`src/rtl/mbist_march_engine.sv`:
```
// March-test BIST engine for a synchronous single-port SRAM (MATS+, March C-, March X).
// One memory op per cycle, pipelined read compare, first-fail capture and saturating fail count.
//
// state | meaning
// ------+----------------------------------------------------------
// IDLE  | waiting for start; capture regs and fail hold last run
// RUN   | issuing one March op per cycle
// DRAIN | last read compared; no memory access
// DONE  | one-cycle done pulse, then back to IDLE
module mbist_march_engine #(
  parameter int ADDR_W = 8,
  parameter int DEPTH  = 256,
  parameter int DATA_W = 4,
  parameter int CNT_W  = 8
) (
  input  logic              i_clk,
  input  logic              i_rst,
  input  logic              i_start,
  input  logic [1:0]        i_alg_sel,
  input  logic [DATA_W-1:0] i_bg,
  output logic [ADDR_W-1:0] o_mem_addr,
  output logic [DATA_W-1:0] o_mem_wdata,
  output logic              o_mem_we,
  input  logic [DATA_W-1:0] i_mem_rdata,
  output logic              o_busy,
  output logic              o_done,
  output logic              o_fail,
  output logic              o_sel_err,
  output logic [CNT_W-1:0]  o_fail_count,
  output logic [ADDR_W-1:0] o_fail_addr,
  output logic [DATA_W-1:0] o_fail_exp,
  output logic [DATA_W-1:0] o_fail_got,
  output logic [2:0]        o_fail_elem
);

  localparam logic [ADDR_W-1:0] ADDR_LAST = ADDR_W'(DEPTH - 1);
  localparam logic [1:0]        ALG_ILLEGAL = 2'd3;

  typedef enum logic [1:0] {
    S_IDLE,
    S_RUN,
    S_DRAIN,
    S_DONE
  } state_t;

  // op*_wr: 1 = write, 0 = read; op*_val: 0 = background, 1 = inverted background
  typedef struct packed {
    logic two;
    logic last;
    logic op0_wr;
    logic op0_val;
    logic op1_wr;
    logic op1_val;
  } elem_t;

  function automatic elem_t elem_desc(input logic [1:0] alg, input logic [2:0] elem);
    elem_t d;
    d = '0;
    case (elem)
      3'd0: d.op0_wr = 1'b1;
      3'd1: begin
        d.two     = 1'b1;
        d.op1_wr  = 1'b1;
        d.op1_val = 1'b1;
      end
      3'd2: begin
        d.two     = 1'b1;
        d.op0_val = 1'b1;
        d.op1_wr  = 1'b1;
        d.last    = (alg == 2'd0);
      end
      3'd3: begin
        if (alg == 2'd1) begin
          d.two     = 1'b1;
          d.op1_wr  = 1'b1;
          d.op1_val = 1'b1;
        end else begin
          d.last = 1'b1;
        end
      end
      3'd4: begin
        d.two     = 1'b1;
        d.op0_val = 1'b1;
        d.op1_wr  = 1'b1;
      end
      default: d.last = 1'b1;
    endcase
    return d;
  endfunction

  function automatic logic elem_down(input logic [1:0] alg, input logic [2:0] elem);
    logic down;
    down = 1'b0;
    case (elem)
      3'd2:    down = (alg != 2'd1);
      3'd3:    down = (alg == 2'd1);
      3'd4:    down = 1'b1;
      default: down = 1'b0;
    endcase
    return down;
  endfunction

  state_t              r_state, w_next;
  logic [1:0]          r_alg;
  logic [DATA_W-1:0]   r_bg;
  logic [2:0]          r_elem;
  logic                r_opi;
  logic [ADDR_W-1:0]   r_addr;
  logic [DATA_W-1:0]   r_wdata_hold;

  logic                r_cmp_v;
  logic [DATA_W-1:0]   r_cmp_exp;
  logic [ADDR_W-1:0]   r_cmp_addr;
  logic [2:0]          r_cmp_elem;

  logic                r_fail;
  logic                r_sel_err;
  logic [CNT_W-1:0]    r_fail_count;
  logic [ADDR_W-1:0]   r_fail_addr;
  logic [DATA_W-1:0]   r_fail_exp;
  logic [DATA_W-1:0]   r_fail_got;
  logic [2:0]          r_fail_elem;

  elem_t               w_cur;
  logic                w_down;
  logic                w_nxt_down;
  logic                w_op_wr;
  logic                w_op_val;
  logic [DATA_W-1:0]   w_op_data;
  logic                w_at_end;
  logic                w_elem_op_last;
  logic                w_run_last;
  logic                w_accept;
  logic                w_miscompare;

  always_comb begin
    w_cur          = elem_desc(r_alg, r_elem);
    w_down         = elem_down(r_alg, r_elem);
    w_nxt_down     = elem_down(r_alg, r_elem + 3'd1);
    w_op_wr        = r_opi ? w_cur.op1_wr : w_cur.op0_wr;
    w_op_val       = r_opi ? w_cur.op1_val : w_cur.op0_val;
    w_op_data      = w_op_val ? ~r_bg : r_bg;
    w_at_end       = w_down ? (r_addr == '0) : (r_addr == ADDR_LAST);
    w_elem_op_last = !w_cur.two || r_opi;
    w_run_last     = w_elem_op_last && w_at_end && w_cur.last;
    w_accept       = (r_state == S_IDLE) && i_start;
    w_miscompare   = r_cmp_v && (i_mem_rdata != r_cmp_exp);
  end

  always_ff @(posedge i_clk) begin
    if (i_rst) r_state <= S_IDLE;
    else       r_state <= w_next;
  end

  always_comb begin
    w_next      = r_state;
    o_busy      = 1'b0;
    o_done      = 1'b0;
    o_mem_we    = 1'b0;
    o_mem_wdata = r_wdata_hold;
    case (r_state)
      S_IDLE: begin
        if (i_start) w_next = (i_alg_sel == ALG_ILLEGAL) ? S_DONE : S_RUN;
      end
      S_RUN: begin
        o_busy      = 1'b1;
        o_mem_we    = w_op_wr;
        o_mem_wdata = w_op_data;
        if (w_run_last) w_next = S_DRAIN;
      end
      S_DRAIN: begin
        o_busy = 1'b1;
        w_next = S_DONE;
      end
      S_DONE: begin
        o_done = 1'b1;
        w_next = S_IDLE;
      end
      default: w_next = S_IDLE;
    endcase
  end

  // Sequencer: r_elem/r_opi/r_addr always name the op being issued this cycle.
  always_ff @(posedge i_clk) begin
    if (i_rst) begin
      r_alg        <= '0;
      r_bg         <= '0;
      r_elem       <= '0;
      r_opi        <= 1'b0;
      r_addr       <= '0;
      r_wdata_hold <= '0;
    end else if (w_accept && (i_alg_sel != ALG_ILLEGAL)) begin
      r_alg  <= i_alg_sel;
      r_bg   <= i_bg;
      r_elem <= '0;
      r_opi  <= 1'b0;
      r_addr <= '0;
    end else if (r_state == S_RUN) begin
      r_wdata_hold <= w_op_data;
      if (!w_run_last) begin
        if (!w_elem_op_last) begin
          r_opi <= 1'b1;
        end else begin
          r_opi <= 1'b0;
          if (w_at_end) begin
            r_elem <= r_elem + 3'd1;
            r_addr <= w_nxt_down ? ADDR_LAST : '0;
          end else begin
            r_addr <= w_down ? (r_addr - 1'b1) : (r_addr + 1'b1);
          end
        end
      end
    end
  end

  // Read compare runs one cycle behind the read, so the final read lands in DRAIN.
  always_ff @(posedge i_clk) begin
    if (i_rst) begin
      r_cmp_v      <= 1'b0;
      r_cmp_exp    <= '0;
      r_cmp_addr   <= '0;
      r_cmp_elem   <= '0;
      r_fail       <= 1'b0;
      r_sel_err    <= 1'b0;
      r_fail_count <= '0;
      r_fail_addr  <= '0;
      r_fail_exp   <= '0;
      r_fail_got   <= '0;
      r_fail_elem  <= '0;
    end else begin
      r_cmp_v    <= (r_state == S_RUN) && !w_op_wr;
      r_cmp_exp  <= w_op_data;
      r_cmp_addr <= r_addr;
      r_cmp_elem <= r_elem;
      if (w_accept) begin
        r_sel_err    <= (i_alg_sel == ALG_ILLEGAL);
        r_fail       <= 1'b0;
        r_fail_count <= '0;
        r_fail_addr  <= '0;
        r_fail_exp   <= '0;
        r_fail_got   <= '0;
        r_fail_elem  <= '0;
      end else if (w_miscompare) begin
        r_fail <= 1'b1;
        if (r_fail_count != '1) r_fail_count <= r_fail_count + 1'b1;
        if (!r_fail) begin
          r_fail_addr <= r_cmp_addr;
          r_fail_exp  <= r_cmp_exp;
          r_fail_got  <= i_mem_rdata;
          r_fail_elem <= r_cmp_elem;
        end
      end
    end
  end

  assign o_mem_addr   = r_addr;
  assign o_fail       = r_fail;
  assign o_sel_err    = r_sel_err;
  assign o_fail_count = r_fail_count;
  assign o_fail_addr  = r_fail_addr;
  assign o_fail_exp   = r_fail_exp;
  assign o_fail_got   = r_fail_got;
  assign o_fail_elem  = r_fail_elem;

endmodule

```
`config.mk`:
```
export PLATFORM = sky130hd
export DESIGN_NAME = mbist_march_engine
export DESIGN_NICKNAME = d
export VERILOG_FILES = /design/src/rtl/mbist_march_engine.sv
export SDC_FILE = /design/constraint.sdc
export NUM_CORES = 1
export LEC_CHECK = 0
export ABC_AREA = 1
export CORE_MARGIN = 2
export CORE_UTILIZATION = 48
export DETAILED_ROUTE_END_ITERATION = 10
export GPL_ROUTABILITY_DRIVEN = 0
export PLACE_DENSITY = 0.73
export SKIP_LAST_GASP = 1
export SLEW_MARGIN = 20
export SYNTH_ARGS = -nofsm -noshare
export SYNTH_HDL_FRONTEND = slang
export SYNTH_SLANG_ARGS = --single-unit
```
`constraint.sdc`:
```
create_clock -name i_clk -period 6.41 [get_ports i_clk]
set_input_delay 0.9615 -clock i_clk [delete_from_list [all_inputs] [get_ports i_clk]]
set_output_delay 0.9615 -clock i_clk [all_outputs]
set_load 0.05 [all_outputs]
```
==> flow_summary.yaml, run 1 <==
drt:
  routedWlPerCell_um: 12.3
  totalWireLength_um: 7750
  drt_first_pass_iters: 4
  route.detailed.drc: 0
  drtIter0Drc: 103
  routed_via_density: 5.05
  vias: 3184
  postRouteAntennaNets: 0
power_and_ir_drop:
  ir_drop_v: 0.000243
  finalPower_mw: 1.52
  power.leakage_nw: 1.84
  power_density_nw_per_um2: 354
floorplan:
  fp.dieW_um: 89.2
  fp.coreArea_um2: 7140
  initial_core_util: 0.488
  rows: 31
  die_h_um: 89.2
  die-area_um2: 7950
  pin_count: 57
clock_network:
  ctsHtreeMaxLevel: 3
  cts.sink_count: 69
  cts.hold.buffers_added: 0
  cts_buffers: 9
  post_cts_buffers: 0
  cts.clk_slew.worst_paths_ps: 80
  cts-resized-gates: 0
  clockBufferDepth: 2
  clockRootBuffer: "clkbuf_8"
  tritoncts: "done"
  clock_latency_ps: 350
synthesis:
  ys_seq_area_frac: 0.397
  synth_top_cell_by_area: "dfxtp_1"
  ys_top_cells_by_area: "dfxtp_1 40%, nand2_1 12%, nor2_1 6.4%, ha_1 6.1%, inv_1 5.8%"
  synth_cells: 475
  synth_nets: 506
  ys_ff_latch: 69
  synth.top_cell.area_share: 0.397
  avgSynthCellArea_um2: 7.33
  yosysWarnings: 0
  ys_types: 35
  syn_area_um2: 3480
setup_path:
  cp_common_cell: "nand2_1"
  crit_path_start_kind: "flip-flop"
  endpoint_kind: "output port"
  worstPathMaxFanout: 6
  worstPathArrival_ps: 2930
  cp_top_family: "buffers and inverters"
  critPathBufInv: 3
  crit_required_ps: 5450
  path_class: "flip-flop to output port"
  critPathSlowestCell: "clkdlybuf4s50_1"
  slowest_delay_ps: 790
  path_cells: "inv_1 > ha_1 > nand2_2 > inv_2 > nor2_4 > nand2_1 > nand2_1 > xor2_1 > nand2_1 > nand2_1 > clkdlybuf4s50_1"
job:
  cap_viol_max_count: 0
finish:
  final_cells: 631
  layout_common_cells: "111 x nand2_1, 69 x dfxtp_1, 59 x nor2_1"
  seqCellArea_um2: 1380
  final_util: 0.601
  layout_commonest_cell: "nand2_1"
  layout-drive-gt1-share: 0.0733
  finalInstanceArea_um2: 4290
  n_antenna_cell: 0
  multiInputGateArea_um2: 1790
  fillers: 687
  area_growth_pct: 23.1
  nets: 558
global_routing:
  first_global_vias: 2878
  grt_pass1_wl_um: 13000
  grt_max_degree: 26
  grt_overflow: 0
  antenna_found_initial: 0
  grt_usage: 0.211
sta:
  slew_headroom: 0.564
  setup_tns_ps: 0
  fmax_mhz: 257
  tightest_slew_ps: 652
  fin_crit_sh: 0.607
  setup_viol: 0
  final_hold_viol_count: 0
  finalCriticalPeriod_ps: 3890
  finClkSkew_ps: 11.9
  slew_viol_final: 0
  rsz0062_at_grt: "no"
placement:
  dp_hpwl_um: 5630
  dp.cells: 615
  dpl_cell_area_um2: 4080
  numPortBuffers: 56
worst_hold_path:
  hold_class: "flip-flop to flip-flop"
status:
  status: "finished clean"
-- cell usage after synthesis, drive strengths merged --
cell type	count
nor3	3
dfxtp	69
a21o	1
o211ai	4
nor2	61
xor2	6
nand4	8
nand3	42
fa	1
clkinv	1
a22oi	1
buf	9
o21ai	19
clkbuf	6
nand3b	1
or2	1
inv	57
a211oi	2
nand2	119
xnor2	7
ha	17
nor4	1
a21oi	39
-- metal layers --
layer / part of all wire / track usage
met3: 0.042 / 0.0572
met1: 0.47 / 0.276
met4: 0.022 / 0.0882
met2: 0.46 / 0.329
met5: 0 / 0
-- flip-flops by register name, indices dropped and copies added, names as in the netlist --
register and count:
o_fail_addr 8, o_fail_count 8, o_mem_addr 8, r_cmp_addr 8, o_fail_exp 4, o_fail_got 4, r_bg 4, r_cmp_exp 4
r_wdata_hold 4, o_fail_elem 3, r_cmp_elem 3, r_elem 3, r_alg 2, r_state 2, o_fail 1, o_sel_err 1
r_cmp_v 1, r_opi 1
-- tightest hold or removal path, cell delays in order, from the launching register on --
cell and delay (ps):
dfxtp_1 310, nand2_1 60, a21oi_1 50
-- area by class of cell --
cell class                      count  area share
Tap cell                           99      0.0289
Clock inverter                      7      0.0193
Clock buffer                        9      0.0289
Multi-Input combinational cell    333       0.418
Sequential cell                    69       0.322
Timing Repair Buffer               56       0.131
Inverter                           58      0.0519
-- report_power, final --
part           switching (mW)  internal [mW]
Sequential             0.0450          0.491
Clock                   0.183          0.185
Combinational           0.420          0.196
-- cells by family after synthesis --
logic type | synth area share
xor gates and xnor gates | 0.0327
AOI/OAI and AO/OA | 0.102
buffers and inverters | 0.0884
and+or+nand+nor | 0.314
DFF | 0.397
adders and majority gates | 0.0668
-- metrics by stage --
step | hold slack, ps | setup slack (ps)
after floorplan | 446 | 3710
after detailed placement | 453 | 2950
final | 461 | 2520
after global routing | 473 | 2310
after CTS | 465 | 2540
after global placement | 449 | 3080
-- worst paths after layout --
path,startpoint,to,slack [ps],cells past startpoint
min reg2reg,o_fail_got[2]$_SDFFE_PP0P_,o_fail_got[2]$_SDFFE_PP0P_,460,2
max,r_elem[0]$_SDFFE_PP0P_,o_mem_wdata[0],2520,11
max reg2reg,r_elem[0]$_SDFFE_PP0P_,o_mem_addr[6]$_SDFFE_PP0P_,3590,18
min,o_fail_got[2]$_SDFFE_PP0P_,o_fail_got[2]$_SDFFE_PP0P_,460,2
No activity file was read; power rests on OpenSTA's default activity.
==> inputs of run 2 (changes only) <==
==> constraint.sdc (replaced) <==
create_clock -name i_clk -period 3.95 [get_ports i_clk]
set_input_delay 0.5925 -clock i_clk [delete_from_list [all_inputs] [get_ports i_clk]]
set_output_delay 0.5925 -clock i_clk [all_outputs]
set_load 0.05 [all_outputs]
==> run 2 against run 1 <==
  * Clock-buffer cell count is the same
  * Combinational power grew 62%
  * Largest power group unchanged
  * Global-route usage shrank 0.94 points
  * Utilization is essentially flat
  * Routed wire length shrank 1.1%
  * Clock skew shrank 1.5 ps
  * Die area is the same
  * Setup slack lost 2100 ps
  * Sequential cell count is the same
  * Critical path type unchanged
==> flow_summary.yaml, run 2 (synthesized netlist as in run 1, its figures left out) <==
setup_path:
  endpoint: "o_mem_wdata[3]"
  path_class: "flip-flop to output port"
  rr_worst_depth: 18
  critPathLaunch: "r_elem[0]$_SDFFE_PP0P_"
  r2r_end: "o_mem_addr[6]$_SDFFE_PP0P_"
  crit_path_start_kind: "flip-flop"
  worstPathArrival_ps: 2910
  worstPathMaxFanout: 6
  reg2reg_from: "r_elem[0]$_SDFFE_PP0P_"
  endpoint_kind: "output port"
  r2r_slack_ps: 1100
  crit_required_ps: 3360
finish:
  layout_commonest_cell: "nand2_1"
  n_antenna_cell: 0
  fillers: 677
  layout-drive-gt1-share: 0.0750
  final_util: 0.601
  layout_common_cells: "111 x nand2_1, 69 x dfxtp_1, 59 x nor2_1"
  nets: 559
  area_growth_pct: 23.1
drt:
  totalWireLength_um: 7670
  route.detailed.drc: 0
  routed_via_density: 4.94
  postRouteAntennaNets: 0
  vias: 3123
  drt_first_pass_iters: 5
  drtIter0Drc: 168
  routedWlPerCell_um: 12.1
power_and_ir_drop:
  intPower_mw: 1.41
  p_clk_frac: 0.235
  power_density_nw_per_um2: 571
  p_comb_frac: 0.410
  power.share.switching: 0.425
  switchingPower_mw: 1.04
  ir_drop_v: 0.000343
  power.share.sequential: 0.355
  power.leakage_nw: 1.85
floorplan:
  die_h_um: 89.2
  initial_core_util: 0.488
  rows: 31
  pin_count: 57
  die-area_um2: 7950
  fp.coreArea_um2: 7140
  fp.dieW_um: 89.2
clock_network:
  cts.sink_count: 69
  cts-resized-gates: 0
  cts_buffers: 9
  cts.hold.buffers_added: 0
  cts.clk_slew.worst_paths_ps: 80
  post_cts_buffers: 0
  clock_latency_ps: 350
  ctsHtreeMaxLevel: 3
  clockRootBuffer: "clkbuf_8"
  tritoncts: "done"
  clockBufferDepth: 2
global_routing:
  grtUsageMet2: 0.314
  met3_usage: 0.0554
  grt_overflow: 0
  grt_usage: 0.202
  grt-busiest-layer: "met2"
  antenna_found_initial: 0
  grt_max_degree: 26
  grt_use_met1: 0.268
  grt_pass1_wl_um: 12500
  first_global_vias: 2765
sta:
  slew_viol_final: 0
  final_hold_viol_count: 0
  fmax_mhz: 285
  finClkSkew_ps: 10.4
  tightest_slew_ps: 658
  setup_tns_ps: 0
  finalCriticalPeriod_ps: 3510
  fin_crit_sh: 0.888
  rsz0062_at_grt: "no"
  setup_viol: 0
  slew_headroom: 0.560
job:
  cap_viol_max_count: 0
worst_hold_path:
  hold_class: "flip-flop to flip-flop"
placement:
  dp_hpwl_um: 5680
  numPortBuffers: 56
status:
  status: "finished clean"
run 2: power groups by stage:
stage | combinational (mW) | sequential (mW) | clock (mW)
floorplan | 0.653 | 0.979 | 0
global placement | 0.983 | 0.882 | 0
detailed placement | 0.999 | 0.884 | 0
CTS | 1.00 | 0.867 | 0.593
global route | 1.10 | 0.880 | 0.620
finish | 1.00 | 0.869 | 0.576
run 2: area by class of cell:
type                       count  area [um2]  area share
multi-input combinational    333        1790       0.418
sequential                    69        1380       0.322
timing repair buffer          57         568       0.132
inverter                      58         223      0.0519
clock buffer                   9         124      0.0289
tap                           99         124      0.0289
clock inverter                 7        73.8      0.0172
run 2: worst min path at each step:
stage / startpoint / endpoint / cells past startpoint
2_1_floorplan: r_bg[0]$_SDFFE_PP0P_ / r_bg[0]$_SDFFE_PP0P_ / 2
3_3_place_gp: o_fail_addr[2]$_SDFFE_PP0P_ / o_fail_addr[2]$_SDFFE_PP0P_ / 2
3_5_place_dp: o_fail_got[3]$_SDFFE_PP0P_ / o_fail_got[3]$_SDFFE_PP0P_ / 2
4_1_cts: o_fail_got[3]$_SDFFE_PP0P_ / o_fail_got[3]$_SDFFE_PP0P_ / 2
5_1_grt: o_fail_got[1]$_SDFFE_PP0P_ / o_fail_got[1]$_SDFFE_PP0P_ / 2
6_report: o_fail_addr[4]$_SDFFE_PP0P_ / o_fail_addr[4]$_SDFFE_PP0P_ / 2
run 2: through the flow:
stage | instance area, um2 | setup WS [ps] | power [mW] | hold WS (ps) | instances
global placement | 4090 | 992 | 1.86 | 449 | 616
CTS | 4290 | 454 | 2.46 | 465 | 632
finish | 4290 | 443 | 2.45 | 463 | 632
floorplan | 3480 | 1520 | 1.63 | 446 | 475
detailed placement | 4090 | 851 | 1.88 | 453 | 616
global route | 4290 | 276 | 2.60 | 483 | 632
run 2: worst max-delay path: stages, from the launching register on:
cell and delay, ps:
dfxtp_1 420, inv_1 140, ha_1 250, nand2_2 110, inv_2 60, nor2_4 140, nand2_1 70, nand2_1 180
xor2_1 210, nand2_1 100, nand2_1 80, clkdlybuf4s50_1 800
run 2: routing by layer:
layer	vias up	wire [um]
li1	1625	-
met2	80	3570
met5	-	0
met1	1414	3650
met3	4	388
met4	0	59
==> inputs of run 3 (changes only) <==
--- a/config.mk
+++ b/config.mk
@@ -12,7 +12,7 @@
 export GPL_ROUTABILITY_DRIVEN = 0
 export PLACE_DENSITY = 0.73
 export SKIP_LAST_GASP = 1
-export SLEW_MARGIN = 20
+export SLEW_MARGIN = 5
 export SYNTH_ARGS = -nofsm -noshare
 export SYNTH_HDL_FRONTEND = slang
 export SYNTH_SLANG_ARGS = --single-unit
==> results of run 3 <==
No change in the layout: final DEF, timing and power equal those of run 2.
==> RTL change 1: new RTL, flow settings as in run 3 <==
Encoding of `state_t`: now one-hot (4 bits for 4 states).
--- a/src/rtl/mbist_march_engine.sv
+++ b/src/rtl/mbist_march_engine.sv
@@ -36,11 +36,11 @@
   localparam logic [ADDR_W-1:0] ADDR_LAST = ADDR_W'(DEPTH - 1);
   localparam logic [1:0]        ALG_ILLEGAL = 2'd3;
 
-  typedef enum logic [1:0] {
-    S_IDLE,
-    S_RUN,
-    S_DRAIN,
-    S_DONE
+  typedef enum logic [3:0] {
+    S_IDLE  = 4'b0001,
+    S_RUN   = 4'b0010,
+    S_DRAIN = 4'b0100,
+    S_DONE  = 4'b1000
   } state_t;
 
   // op*_wr: 1 = write, 0 = read; op*_val: 0 = background, 1 = inverted background
Behaviour: same outputs for any inputs over 10 cycles, from zero or initial values and one cycle with i_rst high; not proved beyond that.
==> RTL change 1 against run 3 <==
  * Setup slack worse by 0.037 ns
  * Non-clock buffer count is 3 higher
  * Cell area is 0.88% lower
  * Clock skew is 0.0039 ns lower
  * First-iteration DRC count is 19% lower
  * Area after synthesis is 1.4% lower
  * Die area is 1.3% lower
  * Critical endpoint unchanged
  * Global-route usage is 0.51 points higher
  * Critical path type unchanged
  * Routed wire length is 0.12% higher
  * Sequential cell count is 2 higher
  * Largest cell class unchanged
  * Sequential share of layout area is 1.2 points higher
Power is not compared: it rests on default switching activity, and its combinational part moved more than twofold at a synthesized area within 25%.
==> RTL change 1: results (changes against run 3) <==
R2R Path End o_mem_addr[6] (unchanged); Internal 1.02 mW; met1 GRT Util 27.7% (was 26.8%); fill cell count 612 (was 677); Worst R2R Path Depth 16 (was 18); status complete, no violations (unchanged); syn nets 492 (was 506); Power Clock roughly 540 µW; worst slew pin tran 0.610 ns (was 0.658 ns); PortBufs 56 (unchanged); Worst Clk Skew 0.00658 ns (was 0.0104 ns); vias in the first global route 2826 (was 2765); first-pass GRT wire length 12600 µm (was 12500 µm); Area contributors post-synth dfxtp_1, nand2_1, nand3_1, nor2_1, a21oi_1 (was dfxtp_1, nand2_1, nor2_1, ha_1, inv_1); CP max FO 6 (unchanged); Post-DP HPWL 5550 µm (was 5680 µm); vias per cell 5.04 (was 4.94); post-synthesis sequential area ratio 41.4% (was 39.7%); Iter 0 DRT Violations 136 (was 168); # nets final 548 (was 559); crit-path max cell delay 0.69 ns (was 0.80 ns); Crit Path Class flip-flop to output pin (unchanged); M1 wire length 3690 µm (was 3650 µm); Critical Path AT 2.95 ns (was 2.91 ns); DRT Pass-1 Iters 4 (was 5); met3 routed WL 359 µm (was 388 µm); GRT Total Usage 20.7% (was 20.2%); R2R Setup Slk 1.06 ns (was 1.10 ns); largest net degree at the start of global routing 29 (was 26); DR WL/cell 12.4 µm (was 12.1 µm); met2 Use GR 32.9% (was 31.4%); metal2 WL 3460 µm (was 3570 µm)
RTL change 1: tightest hold or removal path: stages (launching register included):
cell	delay (ns)
dfxtp_1	0.31
nand2_1	0.06
a21oi_1	0.05
RTL change 1: cells by family (layout without fill, tap and decap cells):
logic type / Yosys count / count (layout) / synth area share (%)
adder cells (fa/ha/maj): 15 / 15 / 5.68
buffers and inverters: 64 / 125 / 7.50
flip-flops: 71 / 71 / 41.4
AND/OR/NAND/NOR: 234 / 234 / 31.4
XOR/XNOR: 15 / 15 / 3.83
AO/OA/AOI/OAI: 65 / 65 / 10.2
RTL change 1: how the worst min path moves through the flow:
stage	startpoint	end	slack [ns]
after floorplan	r_bg[0]	r_bg[0]	0.45
after global placement	o_fail_got[3]	o_fail_got[3]	0.45
after detailed placement	o_fail_got[2]	o_fail_got[2]	0.45
after CTS	o_fail_got[2]	o_fail_got[2]	0.46
after global routing	o_fail_got[2]	o_fail_got[2]	0.49
final	o_fail_got[2]	o_fail_got[2]	0.46
RTL change 1: metrics by stage:
| step | util [%] | cell area (µm²) | power [mW] | worst slack, ns | instances |
|---|---|---|---|---|---|
| after global routing | 61.9 | 4250 | 1.49 | 0.240 | 621 |
| after CTS | 61.9 | 4250 | 1.44 | 0.405 | 621 |
| after detailed placement | 59.3 | 4070 | 0.914 | 0.847 | 605 |
| after global placement | 59.3 | 4070 | 0.911 | 0.913 | 605 |
| final | 61.9 | 4250 | 1.43 | 0.406 | 621 |
| after floorplan | - | 3430 | 0.866 | 1.50 | 464 |
RTL change 1: final cells by class:
type	count	area share [%]
clock buffers	9	2.91
clock inverters	7	1.30
inverters	49	4.33
multi-input cells	329	41.3
flip-flops and latches	71	33.4
well taps	96	2.83
repair buffers	60	13.9
==> RTL change 2: new RTL, config.mk and constraints of run 3 <==
Without the edit above. Change the parameter `ADDR_W` from 8 to 10.
--- a/src/rtl/mbist_march_engine.sv
+++ b/src/rtl/mbist_march_engine.sv
@@ -8,7 +8,7 @@
 // DRAIN | last read compared; no memory access
 // DONE  | one-cycle done pulse, then back to IDLE
 module mbist_march_engine #(
-  parameter int ADDR_W = 8,
+  parameter int ADDR_W = 10,
   parameter int DEPTH  = 256,
   parameter int DATA_W = 4,
   parameter int CNT_W  = 8
Ports: changed (resized o_fail_addr and o_mem_addr); port bits go from 57 to 61. No check against the original RTL was run, so the function may have changed too.
==> RTL change 2 against run 3 <==
  * Worst hold slack lost 0.0016 ns
  * Total power grew 6.9%
  * Cell area grew 8.4%
  * Area after synthesis grew 7.4%
  * First-iteration DRC count grew 4.8%
  * Utilization grew 0.69 points
  * Count of clock-buffer cells in the layout grew 3
  * Maximum frequency shrank 1.5%
  * Via count grew 11%
  * Setup slack lost 0.053 ns
  * Non-clock buffer count grew 6
  * Sequential cell count grew 6
  * Routed wire length grew 10%
  * Critical path type unchanged
  * Largest power group unchanged
==> RTL change 2: results (changes against run 3) <==
status complete, no violations (unchanged); pre-CTS setup slack 0.754 ns (was 0.851 ns); crit-path max cell delay 0.81 ns; DR WL/cell 12.1 µm (about the same); post-synthesis adder-cell area fraction 7.56% (was 6.68%); Num Clock Sinks 75 (was 69); Synth Area in XOR/XNOR 3.04% (was 3.27%); peak supply drop 0.000334 V (was 0.000343 V); bufs w/o clock 63 (was 57); Worst R2R Path Depth 17 (was 18); NetSw 1.04 mW (about the same); largest net degree at the start of global routing 28 (was 26); FP Rows 32 (was 31); met3 Use GR 3.37% (was 5.54%); Power Clock 661 µW (was 576 µW); Area contributors post-synth dfxtp_1, nand2_1, nor2_1, nand3_1, ha_1 (was dfxtp_1, nand2_1, nor2_1, ha_1, inv_1); PortBufs 60 (was 56); vias in the first global route 3155 (was 2765); final wirelength 8450 µm (was 7670 µm); post-synthesis compound-gate area fraction 9.74% (was 10.2%); Max transition margin 51.9% (was 56.0%); Iter 0 DRT Violations 176 (was 168); Tot Pwr 2.62 mW (was 2.45 mW); M1 wire length 4120 µm (was 3650 µm); Post-DP HPWL 6110 µm (was 5680 µm); fill cell count 707 (was 677); layout cell share with drive strength beyond 1 5.01% (was 7.50%); Seq area share 32.3% (was 32.2%); NonClk Buf Share 13.4% (was 13.2%); first-pass GRT wire length 14300 µm (was 12500 µm); # clk buffers 12 (was 9); Hold WS 0.461 ns (was 0.463 ns); metal2 WL 3740 µm (was 3570 µm); vias per cell 4.93 (was 4.94); met1 GRT Util 28.1% (was 26.8%); CP max FO 7 (was 6); P_leak 2.10 nW (was 1.85 nW); dpl cells 685 (was 616); R2R Setup Slk 1.01 ns (was 1.10 ns); met2 Use GR 32.5% (was 31.4%); Logic inverters 61 (was 58); # nets final 629 (was 559); Critical Path AT 2.97 ns (was 2.91 ns); met3 routed WL 422 µm (was 388 µm); Worst Clk Skew 0.00783 ns (was 0.0104 ns); comb_multi_in 384 (was 333); multi-input combinational area share 41.7% (was 41.8%); Syn Area/Cell 6.98 µm² (was 7.33 µm²); R2R Path End o_mem_addr[8] (was o_mem_addr[6]); post-synthesis sequential area ratio 40.1% (was 39.7%)
RTL change 2: cell types whose count changed after synthesis, moves of 4 or more:
cell and delta:
inv_1 +6, clkbuf_1 +4, dfxtp_1 +6, nand2_1 +18
o211ai_1 -4, ha_1 +4, or2_2 +4, nand3_1 +16
nor2_1 +25, nand2_2 -4
RTL change 2: worst max path at each step:
| stage | end | cells past startpoint | slack [ns] | startpoint |
|---|---|---|---|---|
| 3_3_place_gp | o_mem_wdata[3] | 10 | 0.93 | r_elem[0] |
| 2_1_floorplan | o_mem_addr[6] | 18 | 1.50 | r_elem[0] |
| 4_1_cts | o_mem_wdata[0] | 10 | 0.38 | r_elem[0] |
| 3_5_place_dp | o_mem_wdata[0] | 10 | 0.75 | r_elem[0] |
| 5_1_grt | o_mem_wdata[0] | 10 | 0.16 | r_elem[0] |
| 6_report | o_mem_wdata[0] | 10 | 0.39 | r_elem[0] |
